<file path="src/rtl/serial_bit_source.sv">
// Parallel-in, serial-out bit source feeding the sequence detector's x input.
// Words load through valid/ready; back-to-back loads chain with no idle bit.
module serial_bit_source #(
   parameter int WIDTH      = 8,
   parameter bit MSB_FIRST  = 1'b1,
   parameter bit IDLE_LEVEL = 1'b0
) (
   input  logic             clk,
   input  logic             rst,
   input  logic [WIDTH-1:0] din,
   input  logic             load_valid,
   output logic             load_ready,
   input  logic             shift_en,
   output logic             x,
   output logic             x_valid,
   output logic             busy,
   output logic             done
);
   localparam int            CW   = (WIDTH > 1) ? $clog2(WIDTH) : 1;
   localparam logic [CW-1:0] LAST = CW'(WIDTH - 1);

   typedef enum logic {IDLE, SHIFT} state_t;

   state_t           state, state_n;
   logic [WIDTH-1:0] sreg, sreg_n;
   logic [CW-1:0]    cnt, cnt_n;
   logic             x_n, x_valid_n;
   logic             at_last, accept;

   always_ff @(posedge clk) begin
      if (rst) begin
         state   <= IDLE;
         sreg    <= '0;
         cnt     <= '0;
         x       <= IDLE_LEVEL;
         x_valid <= 1'b0;
      end else begin
         state   <= state_n;
         sreg    <= sreg_n;
         cnt     <= cnt_n;
         x       <= x_n;
         x_valid <= x_valid_n;
      end
   end

   assign at_last    = (cnt == LAST);
   assign load_ready = (state == IDLE) | ((state == SHIFT) & at_last & shift_en);
   assign accept     = load_valid & load_ready;
   assign busy       = (state == SHIFT);
   assign done       = x_valid & at_last;

   // sreg holds the bits not yet on x, with the next one parked at the end
   // that is popped (MSB end or LSB end depending on order).
   always_comb begin
      state_n   = state;
      sreg_n    = sreg;
      cnt_n     = cnt;
      x_n       = x;
      x_valid_n = x_valid;
      if (accept) begin
         state_n   = SHIFT;
         cnt_n     = '0;
         x_valid_n = 1'b1;
         if (MSB_FIRST) begin
            x_n    = din[WIDTH-1];
            sreg_n = {din[WIDTH-2:0], 1'b0};
         end else begin
            x_n    = din[0];
            sreg_n = {1'b0, din[WIDTH-1:1]};
         end
      end else if (state == SHIFT && shift_en) begin
         if (at_last) begin
            state_n   = IDLE;
            cnt_n     = '0;
            x_n       = IDLE_LEVEL;
            x_valid_n = 1'b0;
         end else begin
            cnt_n = cnt + CW'(1);
            if (MSB_FIRST) begin
               x_n    = sreg[WIDTH-1];
               sreg_n = {sreg[WIDTH-2:0], 1'b0};
            end else begin
               x_n    = sreg[0];
               sreg_n = {1'b0, sreg[WIDTH-1:1]};
            end
         end
      end
   end
endmodule

</file>
<file path="config.mk">
export PLATFORM = sky130hd
export DESIGN_NAME = serial_bit_source
export DESIGN_NICKNAME = d
export VERILOG_FILES = /design/src/rtl/serial_bit_source.sv
export SDC_FILE = /design/constraint.sdc
export NUM_CORES = 1
export LEC_CHECK = 0
export ABC_AREA = 1
export CORE_AREA = 2 2 39 41
export CTS_CLUSTER_SIZE = 12
export DETAILED_ROUTE_END_ITERATION = 16
export DIE_AREA = 0 0 41 43
export GPL_ROUTABILITY_DRIVEN = 0
export PLACE_DENSITY = 0.76
export SYNTH_ARGS = -nofsm -noshare
export SYNTH_HDL_FRONTEND = slang
export SYNTH_SLANG_ARGS = --single-unit
</file>
<file path="constraint.sdc">
create_clock -name clk -period 2.5 [get_ports clk]
set_clock_uncertainty 0.15 [all_clocks]
set_input_delay 0.5 -clock clk [delete_from_list [all_inputs] [get_ports clk]]
set_output_delay 0.5 -clock clk [all_outputs]
set_load 0.005 [all_outputs]
</file>
After elaboration in Yosys (flattened, before gate mapping)
Index checks and enable logic that the tools add are counted.
{"block": "classes", "n_eq_ne": 2, "mux": 10, "bitwise_logic": 5, "addsub": 1, "reduce_logical": 6}
{"op": "$mux 8", "count": 3}
{"op": "$mux 1", "count": 6}
{"op": "$reduce_and 2->1", "count": 2}
{"op": "$reduce_bool 2->1", "count": 2}
{"op": "$add 3x1->3 const B", "count": 1}
{"op": "$and 1x1->1", "count": 3}
{"op": "$eq 3x3->1 const B", "count": 1}
{"op": "$mux 3", "count": 1}
{"op": "$ne 2x1->1 const B", "count": 1}
{"op": "$reduce_or 2->1", "count": 1}
{"op": "$logic_and 1x1->1", "count": 1}
{"op": "$not 1->1", "count": 1}
{"op": "$or 1x1->1", "count": 1}
{"block": "totals", "input_bits": 12, "output_inout_bits": 5, "regBits": 12}

Longest topological paths before layout
Gate-level depths: netlist of run 1.
{"block": "depth", "word_depth": 7, "depth_mapped": 11}

Least setup slack after synthesis of run 1
OpenSTA, ideal clock, no wires.
{"block": "synth_path", "path_type": "reg2reg", "startpoint": "reg cnt[0]", "endpoint": "reg sreg[5]", "setup_slack_ns": 0.850, "stages_incl_launch_ff": 12, "period_less_slack_ns": 1.650, "t_arrival_ns": 1.387, "t_required_ns": 2.237, "setup_ns": 0.113, "path_cell_list": "dfxtp_1 > ha_1 > ha_1 > nand2_1 > nand2_2 > nand2_4 > nand2_1 > nand2_2 > buf_6 > nand2_1 > nand2_1 > nor2_1"}
{"block": "synth_between", "elab_chain_cells": 7}
{"item": "start: declaration", "line": "26", "source": "logic [CW-1:0] cnt, cnt_n;"}
{"item": "start signal: assignment", "line": "40", "source": "cnt <= cnt_n;"}
{"item": "$eq 3x3->1 *", "line": "46", "source": "assign at_last = (cnt == LAST);"}
{"item": "$and 1x1->1 *"}
{"item": "$and 1x1->1 *", "line": "47", "source": "assign load_ready = (state == IDLE) | ((state == SHIFT) & at_last & shift_en);"}
{"item": "$or 1x1->1 *", "line": "47"}
{"item": "net load_ready", "line": "12", "source": "output logic load_ready,"}
{"item": "$and 1x1->1 *", "line": "48", "source": "assign accept = load_valid & load_ready;"}
{"item": "$ne 2x1->1 (no line) / $reduce_bool 2->1 (equally long branches)"}
{"item": "$reduce_and 2->1 (no line)"}
{"item": "end signal: assignment", "line": "39", "source": "sreg <= sreg_n;"}
{"item": "end: declaration", "line": "25", "source": "logic [WIDTH-1:0] sreg, sreg_n;"}
Mark *: on every way through the listed nets, which the timed path passes. The rest lies on a longest branch.
A chain may end at the register's enable or synchronous reset.

Final worst setup path of run 1
{"block": "layout_path", "startpoint": "in shift_en", "endpoint": "out load_ready"}
{"block": "layout_between", "elab_chain_cells": 2}
{"item": "start: declaration", "line": "13", "source": "input logic shift_en,"}
{"item": "$and 1x1->1", "line": "47"}
{"item": "$or 1x1->1", "line": "47"}
{"item": "end: declaration", "line": "12"}
No other way between the ends.

==> qor.yml, run 1 <==
num_io_pins: 17
vias_per_cell: 4.46
insertedDiodeCount: 0
antenna_found_initial: 0
yosysUniqueCellTypes: 14
synth_top_cell_by_area: "dfxtp_1"
cts_tree: "done"
ys_seq_area_frac: 0.386
finalMaxSlewViolations: 0
die_x_um: 41
seqCellArea_sq_um: 240
period_needed_ns: 2.39
reg2reg_depth: 10
rsz0062_at_grt: "no"
critPathCapture: "load_ready"
die_y_um: 43
leakagePower_uw: 0.000415
ctsHoldBuffers: 0
critPathCaptureType: "primary output"
whs_ns: 0.326
ys_ff_latch: 12
cts.sinks: 12
rr_startpoint: "cnt[0]$_SDFFE_PP0P_"
synth_nets: 111
grt_first_pass_wirelength_um: 1870
grt_pass1_vias: 485
swShare: 0.264
seq_power_share: 0.460
nFillCells: 131
wl_per_cell_um: 9.02
switchingPower_uw: 122
fin_nets: 132
max-cap-violations: 0
combPwrFrac: 0.200
grt_max_degree: 14
synth.top_cell.area_share: 0.386
cp_max_fo: 4
syn2layout_area_growth_pct: 34.6
firstDrtPassIters: 4
crit_required_ns: 1.85
cts_buffers: 3
htree_levels: 1
yosys-top-cells-count: "41 x nand2_1, 14 x nor2_1, 12 x dfxtp_1"
finalSetupTns_ns: 0
dp.cells: 129
status: "completed"
place_hpwl_um: 901
grt_overflow: 0
grt_use_total: 0.149
dieArea_sq_um: 1760
hold_path_class: "register to register"
worstMarginPinSlew_ns: 0.277
clockRootBuffer: "clkbuf_4"
start_util: 0.449
layout-drive-gt1-share: 0.103
clk-insertion-delay-late_ns: 0.27
ant_nets: 0
cp-start-kind: "input pin"
async_flop_share: 0
cts_max_path_buffers: 2
cp-startpoint: "shift_en"
multi_input_area_sq_um: 328
reg2reg_to: "sreg[7]$_SDFFE_PP0P_"
powerDensity_nw_per_um2: 553
finalHoldViolCount: 0
p_int_uw: 341
fmax_mhz: 418
post_synth.cell_area_avg_sq_um: 6.41
pwr-share-clk: 0.339
fin_crit_sh: 0.956
setup_viol: 0
drc: 0
syn_area_sq_um: 622
clk_pin_slew_ns: 0.08
synth.most_common_cell: "nand2_1"
drt_wl_total_um: 1200
rows: 14
fp.coreArea_sq_um: 1380
synth_area_leaders: "dfxtp_1 39%, nand2_1 25%, nor2_1 8.5%, inv_1 6.0%, a21oi_1 4.8%"
r2r_slack_ns: 0.74
netlist_instances: 97
criticalPathCategory: "input pin to primary output"
ys.flop_type: "dfxtp_1"
fin_cells: 133
cp.arrival_ns: 1.74
vias: 593
yosys_warnings: 0
portBuffers: 16
synth_enable_flop_cells: 0
peakVddDrop_uv: 392
post-cts-setup-buffers: 0
drtIter0Drc: 13
cts_resized: 0
relSlewSlack: 0.815
## worst max-delay path, cell delays in order
cell,delay [ns]
clkdlybuf4s50_1,0.52
nand2_1,0.09
nand2_2,0.11
clkdlybuf4s50_1,0.52
## cell usage in the layout (no fill, tap or decap), drive strengths merged
master	n
a21oi	6
buf	2
clkbuf	4
clkdlybuf4s50	16
dfxtp	12
ha	2
inv	10
nand2	44
nand3	4
nor2	14
nor3	1
o21ai	1
or2	1
## power groups by stage
stage,registers (uW),logic [uW],clock network (uW)
4_1_cts,213,93.8,158
2_1_floorplan,216,56.8,0
6_report,213,92.7,157
3_3_place_gp,217,91.7,0
3_5_place_dp,217,92.9,0
5_1_grt,215,105,166
## sequential cells by signal, indices dropped and copies added, names as in the netlist
register / cells
cnt: 3
busy: 1
x: 1
sreg: 7
## cells by family (layout without fill, tap and decap cells)
kind of cell | count (synthesis) | in the layout | share of synthesized area
simple gates | 64 | 64 | 0.421
fa+ha+maj | 2 | 2 | 0.0402
buf+inv | 12 | 32 | 0.0906
flops | 12 | 12 | 0.386
compound gates | 7 | 7 | 0.0624
## metal layers
layer / up-vias / routed length, um / GRT usage
met5: - / 0 / 0
met3: 0 / 45 / 0.0314
met1: 249 / 581 / 0.199
met2: 11 / 573 / 0.234
met4: 0 / 0 / 0.0400
li1: 333 / - / -
## cell type report
cell class	instances	share of cell area
repair buffers	18	0.209
inverters	10	0.0448
multi-input cells	73	0.392
clock buffers	4	0.0433
well taps	16	0.0239
flip-flops and latches	12	0.287
## worst min-delay path by stage
stage / startpoint / endpoint / slack (ns) / depth (start not counted)
final: cnt[2]$_SDFFE_PP0P_ / cnt[2]$_SDFFE_PP0P_ / 0.33 / 2
after global routing: sreg[1]$_SDFFE_PP0P_ / sreg[1]$_SDFFE_PP0P_ / 0.34 / 2
after CTS: cnt[2]$_SDFFE_PP0P_ / cnt[2]$_SDFFE_PP0P_ / 0.33 / 2
after detailed placement: sreg[1]$_SDFFE_PP0P_ / sreg[1]$_SDFFE_PP0P_ / 0.31 / 2
after global placement: sreg[1]$_SDFFE_PP0P_ / sreg[1]$_SDFFE_PP0P_ / 0.31 / 2
after floorplan: sreg[1]$_SDFFE_PP0P_ / sreg[1]$_SDFFE_PP0P_ / 0.28 / 2
## per-stage QoR
step | worst slack [ns] | instance area (sq um) | total power (uW) | utilization
finish | 0.109 | 837 | 463 | 0.605
global route | 0.0133 | 837 | 485 | 0.605
CTS | 0.0612 | 835 | 465 | 0.603
detailed placement | 0.110 | 798 | 310 | 0.577
global placement | 0.124 | 798 | 309 | 0.577
floorplan | 0.850 | 622 | 273 | -
(Power assumes the default switching activity.)
==> run 2, diff against run 1 <==
Settings changed: CTS_CLUSTER_DIAMETER set to 80.
==> results of run 2 <==
Same layout as run 1: the final DEF is identical, and so are final timing and power.
